--- src/rtl/enc_pkg.sv ---
// Shared constants for the encoder result capture path: entry layout,
// channel IDs and the saturating drop-counter helper.
package enc_pkg;

  localparam int ENC_CNT_W   = 64;
  localparam int ENC_TAG_W   = 2;
  localparam int ENC_ENTRY_W = ENC_CNT_W + ENC_TAG_W;
  localparam int DROP_W      = 16;

  localparam logic CH0 = 1'b0;
  localparam logic CH1 = 1'b1;

  // Entry layout is {ovf, ch, cnt}: overflow at the MSB, channel ID just below.
  function automatic int ovf_pos(input int cnt_w);
    return cnt_w + 1;
  endfunction

  function automatic int ch_pos(input int cnt_w);
    return cnt_w;
  endfunction

  function automatic logic [DROP_W-1:0] drop_sat_add(input logic [DROP_W-1:0] cnt,
                                                     input logic [1:0]        inc);
    logic [DROP_W:0] sum;
    sum = {1'b0, cnt} + {{(DROP_W-1){1'b0}}, inc};
    if (sum[DROP_W]) begin
      drop_sat_add = {DROP_W{1'b1}};
    end else begin
      drop_sat_add = sum[DROP_W-1:0];
    end
  endfunction

endpackage

--- src/rtl/enc_sync_fifo.sv ---
// Generic first-word-fall-through synchronous FIFO with a registered head
// entry; full/empty come from the occupancy count.
module enc_sync_fifo
  import enc_pkg::*;
#(
  parameter int  ENTRY_W = ENC_ENTRY_W,
  parameter int  DEPTH   = 16,
  localparam int PTR_W   = $clog2(DEPTH),
  localparam int LVL_W   = PTR_W + 1
) (
  input  logic               clk,
  input  logic               rst_n,
  input  logic               flush,
  input  logic               wr_en,
  input  logic [ENTRY_W-1:0] wr_data,
  input  logic               rd_en,
  output logic [ENTRY_W-1:0] rd_data,
  output logic               valid,
  output logic [LVL_W-1:0]   level,
  output logic [LVL_W-1:0]   level_nxt,
  output logic               full,
  output logic               empty
);

  logic [ENTRY_W-1:0] mem_r [DEPTH];
  logic [PTR_W-1:0]   wr_ptr_r;
  logic [PTR_W-1:0]   rd_ptr_r;
  logic [PTR_W-1:0]   rd_ptr_inc_s;
  logic [LVL_W-1:0]   level_r;
  logic [LVL_W-1:0]   level_nxt_s;
  logic [ENTRY_W-1:0] head_r;
  logic [ENTRY_W-1:0] head_nxt_s;
  logic               valid_r;
  logic               full_s;
  logic               empty_s;
  logic               push_s;
  logic               pop_s;

  assign full_s       = (level_r == LVL_W'(DEPTH));
  assign empty_s      = (level_r == LVL_W'(0));
  assign pop_s        = rd_en && !empty_s && !flush;
  // A full FIFO still accepts a write when the head is leaving in the same cycle.
  assign push_s       = wr_en && !flush && (!full_s || pop_s);
  assign rd_ptr_inc_s = rd_ptr_r + PTR_W'(1);

  // Next occupancy and next head entry.
  always_comb begin
    level_nxt_s = level_r;
    head_nxt_s  = head_r;
    if (flush) begin
      level_nxt_s = LVL_W'(0);
    end else if (push_s && !pop_s) begin
      level_nxt_s = level_r + LVL_W'(1);
    end else if (pop_s && !push_s) begin
      level_nxt_s = level_r - LVL_W'(1);
    end else begin
      level_nxt_s = level_r;
    end
    if (pop_s && (level_r > LVL_W'(1))) begin
      head_nxt_s = mem_r[rd_ptr_inc_s];
    end else if (push_s && (empty_s || (pop_s && (level_r == LVL_W'(1))))) begin
      head_nxt_s = wr_data;
    end else begin
      head_nxt_s = head_r;
    end
  end

  // Pointers, occupancy and the registered head.
  always_ff @(posedge clk or negedge rst_n) begin
    if (!rst_n) begin
      wr_ptr_r <= {PTR_W{1'b0}};
      rd_ptr_r <= {PTR_W{1'b0}};
      level_r  <= {LVL_W{1'b0}};
      head_r   <= {ENTRY_W{1'b0}};
      valid_r  <= 1'b0;
    end else if (flush) begin
      wr_ptr_r <= {PTR_W{1'b0}};
      rd_ptr_r <= {PTR_W{1'b0}};
      level_r  <= {LVL_W{1'b0}};
      valid_r  <= 1'b0;
    end else begin
      if (push_s) begin
        wr_ptr_r <= wr_ptr_r + PTR_W'(1);
      end
      if (pop_s) begin
        rd_ptr_r <= rd_ptr_inc_s;
      end
      level_r <= level_nxt_s;
      head_r  <= head_nxt_s;
      valid_r <= (level_nxt_s != LVL_W'(0));
    end
  end

  // Storage array; contents are only meaningful behind the level count.
  always_ff @(posedge clk) begin
    if (push_s) begin
      mem_r[wr_ptr_r] <= wr_data;
    end
  end

  assign rd_data   = head_r;
  assign valid     = valid_r;
  assign level     = level_r;
  assign level_nxt = level_nxt_s;
  assign full      = full_s;
  assign empty     = empty_s;

endmodule

--- src/rtl/enc_result_fifo.sv ---
// Captures each encoder channel on its ready rising edge and queues the
// snapshot, tagged with its channel, into a shared FIFO for software.
module enc_result_fifo
  import enc_pkg::*;
#(
  parameter int  DEPTH      = 16,
  parameter int  CNT_W      = ENC_CNT_W,
  parameter int  IRQ_THRESH = 1,
  localparam int LVL_W      = $clog2(DEPTH) + 1
) (
  input  logic              CLK,
  input  logic              RSTN,
  input  logic [CNT_W-1:0]  I_CNT_A0,
  input  logic [CNT_W-1:0]  I_CNT_A1,
  input  logic              I_READY_0,
  input  logic              I_READY_1,
  input  logic              I_OVERFLOW_0,
  input  logic              I_OVERFLOW_1,
  input  logic              I_RD_EN,
  input  logic              I_CLR,
  output logic              O_VALID,
  output logic [CNT_W-1:0]  O_DATA,
  output logic              O_CH,
  output logic              O_OVF,
  output logic [LVL_W-1:0]  O_LEVEL,
  output logic [DROP_W-1:0] O_DROP_CNT,
  output logic              O_IRQ
);

  localparam int ENTRY_W = CNT_W + ENC_TAG_W;
  localparam int OVF_POS = ovf_pos(CNT_W);
  localparam int CH_POS  = ch_pos(CNT_W);

  logic               rdy_q_0_r, rdy_q_1_r;
  logic [CNT_W:0]     hold_0_r, hold_1_r;
  logic               pend_0_r, pend_1_r;
  logic [DROP_W-1:0]  drop_cnt_r, drop_nxt_s;
  logic               irq_r, irq_nxt_s;
  logic               cap_0_s, cap_1_s;
  logic               cap_drop_0_s, cap_drop_1_s;
  logic               wr_0_s, wr_1_s;
  logic               wr_req_s, pop_s, full_drop_s;
  logic [1:0]         drop_inc_s;
  logic [ENTRY_W-1:0] wr_data_s;
  logic [ENTRY_W-1:0] fifo_rd_data_s;
  logic [LVL_W-1:0]   fifo_level_nxt_s;
  logic               fifo_full_s, fifo_empty_s;

  assign cap_0_s = I_READY_0 && !rdy_q_0_r;
  assign cap_1_s = I_READY_1 && !rdy_q_1_r;
  // A sample arriving while its channel's previous one is still held is lost.
  assign cap_drop_0_s = cap_0_s && pend_0_r && !I_CLR;
  assign cap_drop_1_s = cap_1_s && pend_1_r && !I_CLR;

  assign wr_0_s      = pend_0_r;
  assign wr_1_s      = pend_1_r && !pend_0_r;
  assign wr_req_s    = (pend_0_r || pend_1_r) && !I_CLR;
  assign pop_s       = I_RD_EN && !fifo_empty_s;
  assign full_drop_s = wr_req_s && fifo_full_s && !pop_s;
  assign drop_inc_s  = {1'b0, cap_drop_0_s} + {1'b0, cap_drop_1_s} + {1'b0, full_drop_s};

  // Fixed-priority write mux, drop-count and interrupt next state.
  always_comb begin
    wr_data_s  = {hold_1_r[CNT_W], CH1, hold_1_r[CNT_W-1:0]};
    drop_nxt_s = drop_cnt_r;
    irq_nxt_s  = 1'b0;
    if (pend_0_r) begin
      wr_data_s = {hold_0_r[CNT_W], CH0, hold_0_r[CNT_W-1:0]};
    end else begin
      wr_data_s = {hold_1_r[CNT_W], CH1, hold_1_r[CNT_W-1:0]};
    end
    if (I_CLR) begin
      drop_nxt_s = {DROP_W{1'b0}};
      irq_nxt_s  = 1'b0;
    end else begin
      drop_nxt_s = drop_sat_add(drop_cnt_r, drop_inc_s);
      irq_nxt_s  = (fifo_level_nxt_s >= LVL_W'(IRQ_THRESH)) ||
                   (drop_nxt_s != {DROP_W{1'b0}});
    end
  end

  // Edge detect, capture holds and pending flags for both channels.
  always_ff @(posedge CLK or negedge RSTN) begin
    if (!RSTN) begin
      rdy_q_0_r <= 1'b0;
      rdy_q_1_r <= 1'b0;
      hold_0_r  <= {(CNT_W+1){1'b0}};
      hold_1_r  <= {(CNT_W+1){1'b0}};
      pend_0_r  <= 1'b0;
      pend_1_r  <= 1'b0;
    end else begin
      rdy_q_0_r <= I_READY_0;
      rdy_q_1_r <= I_READY_1;
      if (I_CLR) begin
        pend_0_r <= 1'b0;
      end else if (cap_0_s && !pend_0_r) begin
        hold_0_r <= {I_OVERFLOW_0, I_CNT_A0};
        pend_0_r <= 1'b1;
      end else if (wr_0_s) begin
        pend_0_r <= 1'b0;
      end
      if (I_CLR) begin
        pend_1_r <= 1'b0;
      end else if (cap_1_s && !pend_1_r) begin
        hold_1_r <= {I_OVERFLOW_1, I_CNT_A1};
        pend_1_r <= 1'b1;
      end else if (wr_1_s) begin
        pend_1_r <= 1'b0;
      end
    end
  end

  // Drop counter and interrupt level.
  always_ff @(posedge CLK or negedge RSTN) begin
    if (!RSTN) begin
      drop_cnt_r <= {DROP_W{1'b0}};
      irq_r      <= 1'b0;
    end else begin
      drop_cnt_r <= drop_nxt_s;
      irq_r      <= irq_nxt_s;
    end
  end

  enc_sync_fifo #(
    .ENTRY_W (ENTRY_W),
    .DEPTH   (DEPTH)
  ) u_fifo (
    .clk       (CLK),
    .rst_n     (RSTN),
    .flush     (I_CLR),
    .wr_en     (wr_req_s),
    .wr_data   (wr_data_s),
    .rd_en     (I_RD_EN),
    .rd_data   (fifo_rd_data_s),
    .valid     (O_VALID),
    .level     (O_LEVEL),
    .level_nxt (fifo_level_nxt_s),
    .full      (fifo_full_s),
    .empty     (fifo_empty_s)
  );

  assign O_DATA     = fifo_rd_data_s[CNT_W-1:0];
  assign O_CH       = fifo_rd_data_s[CH_POS];
  assign O_OVF      = fifo_rd_data_s[OVF_POS];
  assign O_DROP_CNT = drop_cnt_r;
  assign O_IRQ      = irq_r;

endmodule

--- config.mk ---
export PLATFORM = sky130hd
export DESIGN_NAME = enc_result_fifo
export DESIGN_NICKNAME = d
export VERILOG_FILES = /design/src/rtl/enc_pkg.sv /design/src/rtl/enc_sync_fifo.sv /design/src/rtl/enc_result_fifo.sv
export SDC_FILE = /design/constraint.sdc
export NUM_CORES = 1
export LEC_CHECK = 0
export ABC_AREA = 1
export CAP_MARGIN = 20
export CELL_PAD_IN_SITES_DETAIL_PLACEMENT = 0
export CELL_PAD_IN_SITES_GLOBAL_PLACEMENT = 1
export CORE_MARGIN = 2
export CORE_UTILIZATION = 55
export CTS_BUF_LIST = sky130_fd_sc_hd__clkbuf_4
export DETAILED_ROUTE_END_ITERATION = 16
export GPL_TIMING_DRIVEN = 0
export PLACE_DENSITY = 0.95
export SYNTH_ARGS = -nofsm -noshare
export SYNTH_HDL_FRONTEND = slang
export SYNTH_HIERARCHICAL = 1
export SYNTH_SLANG_ARGS = --single-unit
--- constraint.sdc ---
create_clock -name CLK -period 9.7 [get_ports CLK]
set_input_delay 0.97 -clock CLK [delete_from_list [all_inputs] [get_ports CLK]]
set_output_delay 0.97 -clock CLK [all_outputs]
set_load 0.005 [all_outputs]
# After elaboration in Yosys (flattened, before gate mapping)
# Memories as Yosys holds them, arrays and structs flattened.
# Cells that the tools add are included.
[classes]
addsub = 7
mul = 0
n_div = 0
order_cmp = 2
n_eq_ne = 2
shift = 0
muxes = 23
bitwise = 1
reduce_logical = 45
[op_table]
columns = ["operator", "n"]
rows = [
  ["2-to-1 mux 66 bit", 3],
  ["2-to-1 mux 16 bit", 3],
  ["logical AND 1 bit", 21],
  ["2-to-1 mux 5 bit", 4],
  ["adder 16 x 2 -> 17 bit", 1],
  ["2-to-1 mux 4 bit", 4],
  ["nonzero test 16 bit", 1],
  ["zero test 1 bit", 10],
  ["2-to-1 mux 1 bit", 9],
  ["adder 4 x 1 -> 4 bit (second input constant)", 2],
  ["AND reduction 2 bit", 3],
  ["nonzero test 2 bit", 3],
  ["adder 5 x 1 -> 5 bit (second input constant)", 1],
  ["== test 5 x 1 -> 1 bit (second input constant)", 1],
  ["== test 5 bit (second input constant)", 1],
  ["greater-or-equal comparator 5 x 1 -> 1 bit (second input constant)", 1],
  ["greater-than comparator 5 x 1 -> 1 bit (second input constant)", 1],
  ["zero test 5 bit", 1],
  ["nonzero test 5 bit", 1],
  ["subtractor 5 x 1 -> 5 bit (second input constant)", 1],
  ["logical OR 1 bit", 4],
  ["nonzero test 3 bit", 1],
  ["adder 1 x 1 -> 2 bit", 1],
  ["adder 2 x 1 -> 2 bit", 1],
  ["inverter 1 bit", 1],
]
[totals]
ff_bits = 231
latchBits = 0
mem_bits_rw = 1056
mem_bits_ro = 0
input_bits = 136
out_inout_bits = 89
word_cells = 94
memories = 1
[mem_list]
columns = ["memory", "words", "width", "rd", "rd_ports_with_merged_regs", "wr", "line_no", "text"]
rows = [
  ["u_fifo.mem_r", 16, 66, 1, 0, 1, "enc_sync_fifo.sv:25", "logic [ENTRY_W-1:0] mem_r [DEPTH];"],
]

# Logic depth before layout (Yosys ltp)
[logic_depth]
ltp_word = 14
ltp_mapped = 20
depth_no_buf = 20

# Hierarchy
# The synthesis kept the hierarchy.
[modules_own_cells]
columns = ["mod", "n_inst", "cells_each", "area_each_um2", "seq_area_each_um2"]
rows = [
  ["enc_sync_fifo", 1, 3378, 44851.8, 33712.3],
  ["enc_result_fifo", 1, 817, 7036.7, 3778.6],
]

# Worst setup path after synthesis
# No wires, ideal clock.
[synth_timing]
path_type = "input -> register"
startpoint = "input I_CLR"
endpoint = "memory u_fifo/mem_r[11][0] (netlist name), enable pin"
setup_ns = 0.490
t_arrival_ns = 4.522
required_time_ns = 9.210
slack_ns = 4.687
cell_stages = 9
n_path_buf = 0
cell_sequence = "inv_1 -> nand2_1 -> o21ai_0 -> inv_1 -> nor2_1 -> nand2_1 -> inv_2 -> nand2_1 -> nor2_1"
[synth_between]
elab_chain_len = 6
word_cells_on_any_way = 8
cone_classes = "mux (2); reduce/logical (6)"
[synth_rtl]
columns = ["item", "line_no", "text"]
rows = [
  ["start, declared", "enc_result_fifo.sv:20", "input logic I_CLR,"],
  ["zero test 1 bit", "enc_result_fifo.sv:57", "assign wr_req_s = (pend_0_r || pend_1_r) && !I_CLR;"],
  ["logical AND 1 bit", "enc_result_fifo.sv:57", ""],
  ["via wr_req_s", "enc_result_fifo.sv:42", "logic wr_req_s, pop_s, full_drop_s;"],
  ["logical AND 1 bit (2 in a row)", "enc_sync_fifo.sv:43", "assign push_s = wr_en && !flush && (!full_s || pop_s);"],
  ["2-to-1 mux 1 bit", "enc_sync_fifo.sv:96", "if (push_s) begin"],
  ["2-to-1 mux 1 bit (implied by the code)", "enc_sync_fifo.sv:97", "mem_r[wr_ptr_r] <= wr_data;"],
  ["end, declared", "enc_sync_fifo.sv:25", ""],
]
# The timed path passes the listed nets, and every way through them passes these cells.

# Worst setup path after layout
[layout_timing]
startpoint = "register pend_0_r"
endpoint = "register irq_r, in the netlist O_IRQ"
[layout_between]
elab_chain_len = 12
word_cells_on_any_way = 23
cone_classes = "add/sub (3); order compare (1); mux (6); reduce/logical (13)"
[layout_rtl]
columns = ["item", "line_no", "text"]
rows = [
  ["start, declared", "enc_result_fifo.sv:36", "logic pend_0_r, pend_1_r;"],
  ["start signal, assigned", "enc_result_fifo.sv:89", "pend_0_r <= 1'b0;"],
  ["start signal, assigned", "enc_result_fifo.sv:95", "pend_0_r <= 1'b0;"],
  ["start signal, assigned", "enc_result_fifo.sv:98", "pend_0_r <= 1'b1;"],
  ["branches (longest 10 deep; another with adder 16 x 2 -> 17 bit)", "-", ""],
  ["logical OR 1 bit (*)", "enc_result_fifo.sv:77", "irq_nxt_s = (fifo_level_nxt_s >= LVL_W'(IRQ_THRESH)) ||"],
  ["2-to-1 mux 1 bit (*)", "enc_result_fifo.sv:72", "if (I_CLR) begin"],
  ["via irq_nxt_s", "enc_result_fifo.sv:38", "logic irq_r, irq_nxt_s;"],
  ["end signal, assigned", "enc_result_fifo.sv:120", "irq_r <= irq_nxt_s;"],
  ["end, declared", "enc_result_fifo.sv:38", ""],
]
# Mark *: on every way through the listed nets, which the timed path passes. The select of a mux whose other input is x is not followed.
# A chain may end at the register's enable or synchronous reset.

==> summary.md <==
| Metric | Value |
|---|---|
| Share of post-route cells with drive strength above 1 | 0.155 |
| Hold Path Class | in -> async |
| Post-synth ARST share | 0.179 |
| Via density | approximately 6 |
| H-Tree Depth | 5 |
| Starting Density | 0.555 |
| CORE AREA | 0.0935 mm² |
| Syn Area/Cell | 12.4 µm² |
| Drt wl/cell | 23.6 µm |
| Syn Inst Count | 4,195 |
| Peak VDD IR | 0.128 mV |
| Die width | a little over 300 µm |
| Sequential fraction of the synthesis area | 0.723 |
| Final #Nets | about 5,000 |
| Main synth FF type | edfxtp_1 |
| Crit-path max FO | 10 |
| Flops & latches, synth | 1,287 |
| # IOs | 225 |
| Synth Cell Area | 0.0519 mm² |
| Die area | 0.0968 mm² |
| Syn. warnings | 6 |
| Max Slew Vio Count | 0 |
| Clock-pin slew on the worst setup and hold paths | ~0.07 ns |
| Number of I/O port buffers | ~220 |
| Hold Vio Cnt, Final | 0 |
| Initial antenna violation count | 5 |
| CTS resizes | 0 |
| Congestion Overflow GR | 0 |
| DPL Wire Length | between 90,000 and 100,000 µm |
| Via count | approximately 38,000 |
| Clk_skew | between 0.1 and 0.15 ns |
| Routed WL | 149,000 µm |
| Vias in the first global route | 37,613 |
| Worst-skew pair later-pin latency | 1.22 ns |
| Clk root buf | clkbuf_4 |
| Leakage Power | 22.4 nW |
| Reg2reg end | O_IRQ |
| Power Density | 236 mW/mm² |
| P&R area growth vs syn | 17.3% |
| Commonest cells in the netlist | edfxtp_1 (1,056), nand2_1 (681), o21ai_0 (596) |
| Crit. Startpoint | pend_0_r |
| Tot Pwr | 14.4 mW |
| R2R setup slack | 5.74 ns |
| R2r startpoint | pend_0_r |
| First-pass GRT wire length | 221,000 µm |
| Design Area, Final | 0.0609 mm² |
| Required @ worst endpoint | between 10 and 15 ns |
| FILL cells | 6,714 |
| DRC | 0 |
| Hold_ws | ~0.27 ns |
| CTS tree | yes |
| Cell with the most instances after synthesis | edfxtp_1 |
| Max Clock Freq | 253 MHz |
| Max-Cap Viols | 0 |
| CP endpoint kind | flip-flop |
| Yosys top cell area share | 0.611 |
| Startpoint type of the worst setup path | flip-flop |
| GPL Wtd Cong | 0.850 |
| Slew @ Worst Pin | approximately 1.2 ns |
| Status | completed |
| Setup bufs post-CTS | 0 |
| Crit Path Class | reg -> reg |
| Drt pass-1 iters | 6 |
| CTS Buffer Depth | 4 |
| Inserted Clock Buffers | 336 |
| Cell mode on critical path | nor2_1 |
| R2r worst-path depth | 16 |
| Initial DRC Count | 5,058 |
| Min Tclk post-route | 3.96 ns |
| Unique cell type count in the Yosys netlist | 38 |
| Gr usage total | 0.305 |
| Setup TNS | 0 ns |
| Ranking of synthesized cells by area | edfxtp_1 (61%), dfrtp_1 (11%), o21ai_0 (5.7%) |
| Clock Sinks | 1,287 |
| Post-Synthesis Net Count | 4,344 |
| Final setup vio count | 0 |
| Post-synth EDFFs | 1,056 |
| Standard-cell rows | around 110 |
| Slew HR | 0.212 |
| Fin util | 0.651 |
| CP max-delay cell | clkbuf_1 |
| # hold bufs at CTS | 1 |
| Critical-path cell list | clkbuf_1 > nand3_1 > fa_1 > inv_1 > ha_1 > fa_1 > nand2_4 > nor2_4 > nand2_4 > inv_1 > nand2_2 > nand4_1 > nor2_1 > nand3_1 > nor2_1 > nor2_1 |
| Largest net degree at the start of global routing | ~110 |
| Final period utilization | 0.408 |
| Yosys top cell by area | edfxtp_1 |
| Worst stage delay on the critical path | 0.71 ns |
| DP Area | about 0.057 mm² |
| Final ANT Viol Nets | 0 |
| CP arrival | 4.96 ns |
| Unrepaired setup endpoints after global routing | no |
| Die Y | 311 µm |
-- cell type report --
| cell class | instances | area (µm²) | share of cell area |
|---|---|---|---|
| Timing Repair Buffer | 264 | 3030 | 0.0497 |
| Antenna cell | 11 | 27.5 | 0.000452 |
| Multi-Input combinational cell | 2494 | 12700 | 0.209 |
| Clock buffer | 495 | 3720 | 0.0610 |
| Clock inverter | 92 | 529 | 0.00869 |
| Sequential cell | 1287 | 37500 | 0.616 |
| Buffer | 283 | 1290 | 0.0211 |
| Tap cell | 1254 | 1570 | 0.0258 |
| Inverter | 131 | 494 | 0.00812 |
-- layout by cell type (no fill, tap or decap), types with 92 or more instances in the layout --
cell / n
nor2_1: 568
buf_2: 92
o21ai_0: 596
dfrtp_1: 231
o221ai_1: 264
inv_1: 124
nand2_1: 681
edfxtp_1: 1056
clkbuf_4: 495
clkdlybuf4s50_1: 223
nand3_1: 166
clkbuf_1: 163
-- cells by family after synthesis --
logic type / count (synthesis) / share of synthesized area
buffers and inverters: 414 / 0.0343
flip-flops: 1287 / 0.723
adder cells (fa/ha/maj): 13 / 0.00342
AO/OA/AOI/OAI: 953 / 0.112
multiplexers: 66 / 0.0150
XOR/XNOR: 8 / 0.00164
AND/OR/NAND/NOR: 1454 / 0.111
-- per-stage QoR --
stage	cells	worst slack, ns
after floorplan	4195	4.69
after global placement	5673	-3.08
after detailed placement	5712	4.93
after CTS	6300	5.75
after global routing	6302	5.48
final	6311	5.74
-- power by group --
| group | switching, mW | leakage (nW) | internal [mW] |
|---|---|---|---|
| clock | 2.16 | 2.53 | 2.49 |
| combinational | 2.04 | 7.54 | 0.994 |
| sequential | 0.167 | 12.4 | 6.50 |
-- how the worst max path moves through the flow --
stage                                to  slack [ns]  depth (start not counted)
detailed placement                O_IRQ        4.93                         19
global placement         O_DROP_CNT[12]       -3.08                          1
CTS                               O_IRQ        5.75                         16
global route                      O_IRQ        5.48                         16
finish                            O_IRQ        5.74                         16
floorplan           u_fifo/mem_r[11][0]        4.69                          9
-- state kept, by name, indices dropped and copies added, names as in the netlist --
signal,count
O_DROP_CNT,16
hold_0_r,65
u_fifo/rd_ptr_r,4
u_fifo/mem_r,1056
rdy_q_1_r,1
u_fifo/level,5
u_fifo/valid,1
u_fifo/rd_data,66
pend_1_r,1
rdy_q_0_r,1
hold_1_r,65
pend_0_r,1
u_fifo/wr_ptr_r,4
O_IRQ,1
-- metal layers --
| metal | wire length [µm] | vias to the layer above | track usage |
|---|---|---|---|
| li1 | - | 16634 | - |
| met1 | 53900 | 18133 | 0.392 |
| met2 | 69300 | 2685 | 0.479 |
| met3 | 19600 | 402 | 0.0870 |
| met4 | 6330 | 4 | 0.148 |
| met5 | 28 | - | 0 |
-- critical path, delay by kind of cell, from the launching register on --
kind,cells,cell delay (ns)
flip-flops,1,0.58
buffers and inverters,3,0.81
AND/OR/NAND/NOR,10,1.16
adder cells (fa/ha/maj),3,1.27
Note: power is estimated with default switching activity, not from simulation.
